==> src/rtl/regbank_arbiter_pkg.sv <==
// Shared definitions for the register-bank arbiter: default widths,
// FSM state encodings and requester identifiers.
package regbank_arbiter_pkg;

    localparam int DATA_W_DEF = 32;
    localparam int ADDR_W_DEF = 6;

    // Access sequencer states: wait for a request, drive the bank, report back.
    typedef enum logic [1:0] {
        ST_IDLE   = 2'd0,
        ST_ACCESS = 2'd1,
        ST_RESP   = 2'd2
    } state_e;

    // Identifies which requester owns (or last owned) the register bank.
    typedef enum logic {
        GRANT_SPI  = 1'b0,
        GRANT_HOST = 1'b1
    } grant_e;

endpackage

==> src/rtl/regbank_arbiter_if.sv <==
// Bundle of the two requester ports and the register-bank port.
// The arbiter uses the slave view; requesters and the bank use the master view.
interface regbank_arbiter_if #(
    parameter int DATA_W = regbank_arbiter_pkg::DATA_W_DEF,
    parameter int ADDR_W = regbank_arbiter_pkg::ADDR_W_DEF
) ();

    logic              spi_req;
    logic              spi_we;
    logic [ADDR_W-1:0] spi_addr;
    logic [DATA_W-1:0] spi_wdata;
    logic              spi_gnt;
    logic              spi_rvalid;
    logic [DATA_W-1:0] spi_rdata;

    logic              host_req;
    logic              host_we;
    logic [ADDR_W-1:0] host_addr;
    logic [DATA_W-1:0] host_wdata;
    logic              host_gnt;
    logic              host_rvalid;
    logic [DATA_W-1:0] host_rdata;

    logic              rb_wr;
    logic [ADDR_W-1:0] rb_address;
    logic [DATA_W-1:0] rb_data_out;
    logic [DATA_W-1:0] rb_data_in;

    modport slave (
        input  spi_req, spi_we, spi_addr, spi_wdata,
        output spi_gnt, spi_rvalid, spi_rdata,
        input  host_req, host_we, host_addr, host_wdata,
        output host_gnt, host_rvalid, host_rdata,
        output rb_wr, rb_address, rb_data_out,
        input  rb_data_in
    );

    modport master (
        output spi_req, spi_we, spi_addr, spi_wdata,
        input  spi_gnt, spi_rvalid, spi_rdata,
        output host_req, host_we, host_addr, host_wdata,
        input  host_gnt, host_rvalid, host_rdata,
        input  rb_wr, rb_address, rb_data_out,
        output rb_data_in
    );

endinterface

==> src/rtl/regbank_arbiter_rr_arb2.sv <==
// Two-input round-robin picker: a lone requester wins, a tie goes to the
// requester that did not win last time.
module rr_arb2
    import regbank_arbiter_pkg::*;
(
    input  logic [1:0] req_i,        // [0] = SPI, [1] = host
    input  grant_e     last_grant_i,
    output logic       valid_o,
    output grant_e     winner_o
);

    // Pick the winner from the request pair and the previous owner.
    always_comb begin
        // NOTE: every output gets a value before any branch, so no latch is inferred.
        valid_o  = |req_i;
        winner_o = GRANT_SPI;
        if (req_i == 2'b11) begin
            winner_o = (last_grant_i == GRANT_SPI) ? GRANT_HOST : GRANT_SPI;
        end else if (req_i[1]) begin
            winner_o = GRANT_HOST;
        end
    end

endmodule

==> src/rtl/regbank_arbiter.sv <==
// Arbitrates SPI and local-host accesses onto a single register bank.
// Each access takes one ACCESS cycle (bank driven, gnt pulsed) followed by
// one RESP cycle (rvalid pulsed, next request may be accepted).
module regbank_arbiter
    import regbank_arbiter_pkg::*;
#(
    parameter int DATA_W = DATA_W_DEF,
    parameter int ADDR_W = ADDR_W_DEF
) (
    input logic               clk,
    input logic               rst,
    regbank_arbiter_if.slave  bus
);

    state_e            state_q;
    grant_e            last_grant_q;
    grant_e            cur_q;
    logic              spi_gnt_q;
    logic              host_gnt_q;
    logic              spi_rvalid_q;
    logic              host_rvalid_q;
    logic [DATA_W-1:0] spi_rdata_q;
    logic [DATA_W-1:0] host_rdata_q;
    logic              rb_wr_q;
    logic [ADDR_W-1:0] rb_address_q;
    logic [DATA_W-1:0] rb_data_out_q;

    logic              arb_valid;
    grant_e            arb_winner;
    logic              win_we_d;
    logic [ADDR_W-1:0] win_addr_d;
    logic [DATA_W-1:0] win_wdata_d;

    rr_arb2 u_rr_arb2 (
        .req_i        ({bus.host_req, bus.spi_req}),
        .last_grant_i (last_grant_q),
        .valid_o      (arb_valid),
        .winner_o     (arb_winner)
    );

    // Select the winning requester's command fields for latching.
    always_comb begin
        win_we_d    = bus.spi_we;
        win_addr_d  = bus.spi_addr;
        win_wdata_d = bus.spi_wdata;
        if (arb_winner == GRANT_HOST) begin
            win_we_d    = bus.host_we;
            win_addr_d  = bus.host_addr;
            win_wdata_d = bus.host_wdata;
        end
    end

    // Access sequencer with registered handshake and bank outputs.
    always_ff @(posedge clk or negedge rst) begin
        if (!rst) begin
            state_q       <= ST_IDLE;
            last_grant_q  <= GRANT_HOST;
            cur_q         <= GRANT_SPI;
            spi_gnt_q     <= 1'b0;
            host_gnt_q    <= 1'b0;
            spi_rvalid_q  <= 1'b0;
            host_rvalid_q <= 1'b0;
            spi_rdata_q   <= '0;
            host_rdata_q  <= '0;
            rb_wr_q       <= 1'b0;
            rb_address_q  <= '0;
            rb_data_out_q <= '0;
        end else begin
            // NOTE: non-blocking assignments; pulses default low and are raised below.
            spi_gnt_q     <= 1'b0;
            host_gnt_q    <= 1'b0;
            spi_rvalid_q  <= 1'b0;
            host_rvalid_q <= 1'b0;
            rb_wr_q       <= 1'b0;
            case (state_q)
                ST_IDLE, ST_RESP: begin
                    if (arb_valid) begin
                        state_q       <= ST_ACCESS;
                        cur_q         <= arb_winner;
                        last_grant_q  <= arb_winner;
                        rb_wr_q       <= win_we_d;
                        rb_address_q  <= win_addr_d;
                        rb_data_out_q <= win_wdata_d;
                        if (arb_winner == GRANT_SPI) begin
                            spi_gnt_q <= 1'b1;
                        end else begin
                            host_gnt_q <= 1'b1;
                        end
                    end else begin
                        state_q <= ST_IDLE;
                    end
                end
                ST_ACCESS: begin
                    // rb_wr_q still holds the latched write flag during ACCESS.
                    state_q <= ST_RESP;
                    if (cur_q == GRANT_SPI) begin
                        spi_rvalid_q <= 1'b1;
                        spi_rdata_q  <= rb_wr_q ? '0 : bus.rb_data_in;
                    end else begin
                        host_rvalid_q <= 1'b1;
                        host_rdata_q  <= rb_wr_q ? '0 : bus.rb_data_in;
                    end
                end
                default: state_q <= ST_IDLE;
            endcase
        end
    end

    assign bus.spi_gnt     = spi_gnt_q;
    assign bus.spi_rvalid  = spi_rvalid_q;
    assign bus.spi_rdata   = spi_rdata_q;
    assign bus.host_gnt    = host_gnt_q;
    assign bus.host_rvalid = host_rvalid_q;
    assign bus.host_rdata  = host_rdata_q;
    assign bus.rb_wr       = rb_wr_q;
    assign bus.rb_address  = rb_address_q;
    assign bus.rb_data_out = rb_data_out_q;

endmodule

==> src/flat_wrapper.sv <==
// flat-port wrapper written by rule: the top's interface ports become plain ports
module regbank_arbiter_flat import regbank_arbiter_pkg::*;
#(
    parameter int DATA_W = DATA_W_DEF,
    parameter int ADDR_W = ADDR_W_DEF
)
  (clk, rst, bus_spi_req, bus_spi_we, bus_spi_addr, bus_spi_wdata, bus_spi_gnt, bus_spi_rvalid, bus_spi_rdata, bus_host_req, bus_host_we, bus_host_addr, bus_host_wdata, bus_host_gnt, bus_host_rvalid, bus_host_rdata, bus_rb_wr, bus_rb_address, bus_rb_data_out, bus_rb_data_in);
  regbank_arbiter_if #(.DATA_W(DATA_W), .ADDR_W(ADDR_W)) bus_i ();
  input logic clk;
  input logic rst;
  input wire logic [$bits(bus_i.spi_req)-1:0] bus_spi_req;
  input wire logic [$bits(bus_i.spi_we)-1:0] bus_spi_we;
  input wire logic [$bits(bus_i.spi_addr)-1:0] bus_spi_addr;
  input wire logic [$bits(bus_i.spi_wdata)-1:0] bus_spi_wdata;
  output wire logic [$bits(bus_i.spi_gnt)-1:0] bus_spi_gnt;
  output wire logic [$bits(bus_i.spi_rvalid)-1:0] bus_spi_rvalid;
  output wire logic [$bits(bus_i.spi_rdata)-1:0] bus_spi_rdata;
  input wire logic [$bits(bus_i.host_req)-1:0] bus_host_req;
  input wire logic [$bits(bus_i.host_we)-1:0] bus_host_we;
  input wire logic [$bits(bus_i.host_addr)-1:0] bus_host_addr;
  input wire logic [$bits(bus_i.host_wdata)-1:0] bus_host_wdata;
  output wire logic [$bits(bus_i.host_gnt)-1:0] bus_host_gnt;
  output wire logic [$bits(bus_i.host_rvalid)-1:0] bus_host_rvalid;
  output wire logic [$bits(bus_i.host_rdata)-1:0] bus_host_rdata;
  output wire logic [$bits(bus_i.rb_wr)-1:0] bus_rb_wr;
  output wire logic [$bits(bus_i.rb_address)-1:0] bus_rb_address;
  output wire logic [$bits(bus_i.rb_data_out)-1:0] bus_rb_data_out;
  input wire logic [$bits(bus_i.rb_data_in)-1:0] bus_rb_data_in;
  assign bus_i.spi_req = bus_spi_req;
  assign bus_i.spi_we = bus_spi_we;
  assign bus_i.spi_addr = bus_spi_addr;
  assign bus_i.spi_wdata = bus_spi_wdata;
  assign bus_spi_gnt = bus_i.spi_gnt;
  assign bus_spi_rvalid = bus_i.spi_rvalid;
  assign bus_spi_rdata = bus_i.spi_rdata;
  assign bus_i.host_req = bus_host_req;
  assign bus_i.host_we = bus_host_we;
  assign bus_i.host_addr = bus_host_addr;
  assign bus_i.host_wdata = bus_host_wdata;
  assign bus_host_gnt = bus_i.host_gnt;
  assign bus_host_rvalid = bus_i.host_rvalid;
  assign bus_host_rdata = bus_i.host_rdata;
  assign bus_rb_wr = bus_i.rb_wr;
  assign bus_rb_address = bus_i.rb_address;
  assign bus_rb_data_out = bus_i.rb_data_out;
  assign bus_i.rb_data_in = bus_rb_data_in;
  regbank_arbiter #(.DATA_W(DATA_W), .ADDR_W(ADDR_W)) u_core (.clk(clk), .rst(rst), .bus(bus_i));
endmodule
==> config.mk <==
export PLATFORM = sky130hd
export DESIGN_NAME = regbank_arbiter_flat
export DESIGN_NICKNAME = d
export VERILOG_FILES = /design/src/rtl/regbank_arbiter_pkg.sv /design/src/rtl/regbank_arbiter_if.sv /design/src/rtl/regbank_arbiter_rr_arb2.sv /design/src/rtl/regbank_arbiter.sv /design/src/flat_wrapper.sv
export SDC_FILE = /design/constraint.sdc
export NUM_CORES = 1
export LEC_CHECK = 0
export BUFFER_PORTS_ARGS = -buffer_cell sky130_fd_sc_hd__buf_4
export CORE_UTILIZATION = 45
export CTS_CLUSTER_DIAMETER = 120
export DETAILED_ROUTE_END_ITERATION = 12
export PLACE_DENSITY_LB_ADDON = 0.15
export SYNTH_ARGS = -nofsm -noshare
export SYNTH_HDL_FRONTEND = slang
export SYNTH_SLANG_ARGS = --single-unit
==> constraint.sdc <==
create_clock -name clk -period 1.4 [get_ports clk]
set_input_delay 0.07 -clock clk [delete_from_list [all_inputs] [get_ports clk]]
set_output_delay 0.07 -clock clk [all_outputs]
set_load 0.1 [all_outputs]
==> results.md <==
- The clock passes through at most 2 buffers.
- Power spread over the standard cell area amounts to about 2400 nW/um^2.
- The type of destination of the critical path is a register.
- The transition at the pin with the smallest max-transition slack is 0.323 ns.
- The detailed-route via count is 4,390.
- The path with the worst hold slack has its endpoint at u_core.bus.spi_rdata[3].
- The combinational group share of total power is 63.9%.
- The cell chosen for the clock root is clkbuf_8.
- When the netlist entered floorplanning its net count stood at ~510.
- In the routed layout, each cell is associated on average with a via count of roughly 5.
- The power share of the sequential group is between 20% and 30%.
- The via count of the first global-routing pass is between 4k and 5k.
- The clock tree from TritonCTS is yes.
- The number of distinct library cell variants in the gate-level netlist after synthesis is 27.
- The worst-case IR drop observed on VDD is ~1.5 mV.
- The cell area after layout is approximately 7900 um^2.
- After floorplanning, the core was sized to cover 9730 um^2.
- After clock tree synthesis, the clock-pin slew on the worst setup and hold paths is about 0.1 ns.
- In this run the vertical extent of the chip is 102 um.
- The number of antenna cells inserted is 0.
- In this run the most critical hold path is launched from bus_rb_data_in[3].
- The filler cells instantiated in the layout total 568.
- For this run, the detailed router's first-pass iteration total came to 4.
- Across the routed clock network, the largest skew measured is 0.0121 ns.
- The initial antenna violation count is 0.
- Setup violations remaining at the end of the flow were counted as 2.
- The top cell types in the final layout, fill and taps aside, are 224 x buf_4, 109 x dfrtp_1, 108 x dlygate4sd3_1.
- Summed over all nets, the switching power comes to 11,200 uW.
- Once detail routing completed, the nets flagged for antenna violations numbered 0.
- The later-pin clock latency in the skew report is 0.36 ns.
- In the final routed layout, each cell accounts on average for between 15 and 20 um.
- The number of top-level pins is about 220.
- Setup repair after global routing could not meet its margin everywhere.
- The hold path depth is 3.
- The most common library cell in the layout ignoring fill and taps is buf_4.
- STA classifies the critical path startpoint as a register.
- In this run the tightest slew margin relative to its limit is about four fifths.
- For this design the static power due to leakage is 0.00386 uW.
- The startpoint of the lowest-slack register-to-register path is u_core.state_q[0].
- The post-route netlist has around two fifths of its cells at a drive strength greater than 1.
- For the finished layout, the period the worst path requires is ~1.4 ns.
- The worst register-to-register path has a depth of 4.
- The number of hold violations in the final report is 0.
- In this run the cell area of the synthesized design comes to ~4500 um^2.
- The final worst slack is -0.00997 ns.
- The post-route clock period utilization is 101%.
- The number of levels in the clock H-tree is 3.
- In this run the horizontal extent of the chip is 102 um.
- The worst path required time is 1.65 ns.
- The flow ran to the end, but the final reports show violations.
- The critical path class is register to register.
- Clock tree synthesis found a total of 111 sinks.
- The pre-CTS setup slack is -0.00842 ns.
- The proportion of power drawn by the clock network is roughly a tenth.
- After technology mapping, the gate count stands at roughly 390.
- Max-cap violations in this run came to 0.
- The count of synthesis-stage warnings from yosys is 0.
- The worst hold margin is between 0.03 and 0.04 ns.
- The routability congestion estimate is 0.763.
- The total grt overflow is 0.
- The fraction of the yosys area taken by sequential cells is between 60% and 70%.
- The starting density of the core is 46.1%.
- The worst register-to-register path ends at u_core.bus.rb_address[4].
- The total detailed-routing wirelength is between 15,000 and 20,000 um.
- The critical path starts at u_core.state_q[0].
- The checks that failed: setup timing.
- In this run, the number of DRC markers left after iteration 0 of detailed routing was ~140.
- Counting the buffers created by CTS gives 9.
- Data on the critical path arrives at its endpoint at about 1.7 ns.
- The design draws about 19,000 uW.
- Entering global routing, the biggest net connects between 60 and 70 pins.
- The top fanout value on the critical path is 10.
- Net switching is between 50% and 60% of the power.
- The internal power summed over all cells is a little under 8000 uW.
- After synthesis the netlist holds a flip-flop and latch count of roughly 110.
- A synthesized cell averages roughly 11 um^2.
- The number of remaining DRC errors is 0.
- The setup slack on the worst flop-to-flop path is -0.01 ns.
- The maximum clock rate is about 710 MHz.
- The count of buffers from port buffering is 220.
- The post-synthesis to final-layout area growth is 75.0%.
- The path class of the tightest hold or removal check is primary input to register.
- The global-route wire length before repair is 21,600 um.
- Detailed placement finished with a half-perimeter wire length of 7890 um.
- The final standard cell utilization of the core is 80.7%.
- The post-detailed-placement cell area is 6400 um^2.
- The die covers just over 10,000 um^2.
- The final-report max-slew violation count was 0.
- The count of nets after finishing is 837.
- The cell row count is 36.
- The global-route total usage across every layer is around 27%.
per-layer routing:
layer / global-route usage (%) / part of all wire, %
met1: 35.0 / 40
met2: 45.6 / 50
met3: 6.09 / 6.5
met4: 11.0 / 3.3
met5: 0 / 0
layout make-up:
cell class / instances / area (um^2) / share of cell area (%)
Inverter: 3 / 11.3 / 0.143
Multi-Input combinational cell: 248 / 1570 / 20.0
Sequential cell: 111 / 2780 / 35.4
Tap cell: 133 / 166 / 2.12
Clock inverter: 4 / 35.0 / 0.446
Clock buffer: 12 / 165 / 2.10
Timing Repair Buffer: 350 / 3120 / 39.7
power groups by stage:
| stage | Clock, uW | Combinational, uW | Sequential, uW |
|---|---|---|---|
| final | 1920 | 12100 | 4910 |
| after global routing | 2090 | 12400 | 5020 |
| after CTS | 1940 | 11900 | 4880 |
| after detailed placement | 0 | 11600 | 4930 |
| after global placement | 0 | 11500 | 4900 |
| after floorplan | 0 | 1340 | 12500 |
registers in the layout, summed over array words and instances, names as in the netlist:
name and cells:
u_core.bus.host_rdata 32, u_core.bus.rb_data_out 32, u_core.bus.spi_rdata 32, u_core.bus.rb_address 6
u_core.state_q 2, u_core.bus.host_gnt 1, u_core.bus.host_rvalid 1, u_core.bus.rb_wr 1
u_core.bus.spi_gnt 1, u_core.bus.spi_rvalid 1, u_core.cur_q 1, u_core.last_grant_q 1
worst max-delay path by stage:
| stage | cells past startpoint | slack [ns] | to |
|---|---|---|---|
| finish | 4 | -0.01 | u_core.bus.rb_address[4] |
| floorplan | 2 | 0.03 | u_core.bus.rb_data_out[15] |
| global route | 4 | -0.03 | u_core.bus.rb_address[4] |
| detailed placement | 4 | -0.008 | u_core.bus.spi_rdata[1] |
| CTS | 4 | 0.02 | u_core.bus.rb_data_out[0] |
| global placement | 4 | 0.03 | u_core.bus.spi_rdata[1] |
logic make-up after synthesis:
group / synth area share (%)
compound gates: 17.8
flops: 61.9
simple gates: 16.1
buf+inv: 3.93
mux: 0.223
critical path: stages (launching register included):
cell and delay (ns):
dfrtp_1 0.43, o21bai_4 0.23, clkbuf_16 0.19, and2_0 0.17
a221o_1 0.27
metrics by stage:
stage,cells,setup TNS (ns)
3_5_place_dp,730,-0.00842
3_3_place_gp,730,0
5_1_grt,861,-0.0869
4_1_cts,855,0
2_1_floorplan,391,0
6_report,861,-0.0106
synthesized netlist by cell type:
| master | instances | area (um^2) |
|---|---|---|
| a21o_1 | 2 | 15.0 |
| a21oi_1 | 1 | 5.00 |
| o21ai_2 | 17 | 149 |
| dfstp_2 | 1 | 26.3 |
| a22o_1 | 1 | 8.76 |
| or3b_1 | 1 | 8.76 |
| mux2i_1 | 1 | 10.0 |
| nand2_1 | 64 | 240 |
| buf_4 | 1 | 7.51 |
| and2_1 | 3 | 18.8 |
| and2_0 | 34 | 213 |
| o21bai_1 | 1 | 7.51 |
| nand2b_1 | 32 | 200 |
| dfrtp_1 | 110 | 2750 |
| nand3b_1 | 1 | 7.51 |
| nor2_1 | 2 | 7.51 |
| a21bo_2 | 1 | 10.0 |
| a221o_1 | 37 | 370 |
| clkbuf_1 | 15 | 56.3 |
| nor2b_1 | 2 | 12.5 |
| inv_1 | 3 | 11.3 |
| o21ai_1 | 12 | 60.1 |
| buf_2 | 6 | 30.0 |
| o21ai_0 | 35 | 175 |
| nor3b_2 | 1 | 12.5 |
| buf_1 | 1 | 3.75 |
| buf_6 | 6 | 67.6 |
what timing repair did:
action,4_1_cts,5_1_grt
pin swaps,0,1
gates cloned,1,4
hold endpoints to repair,188,0
gates resized for setup,3,13
setup endpoints to repair,8,49
hold buffers,108,0
buffers inserted,0,2
No activity file was read; power rests on OpenSTA's default activity.
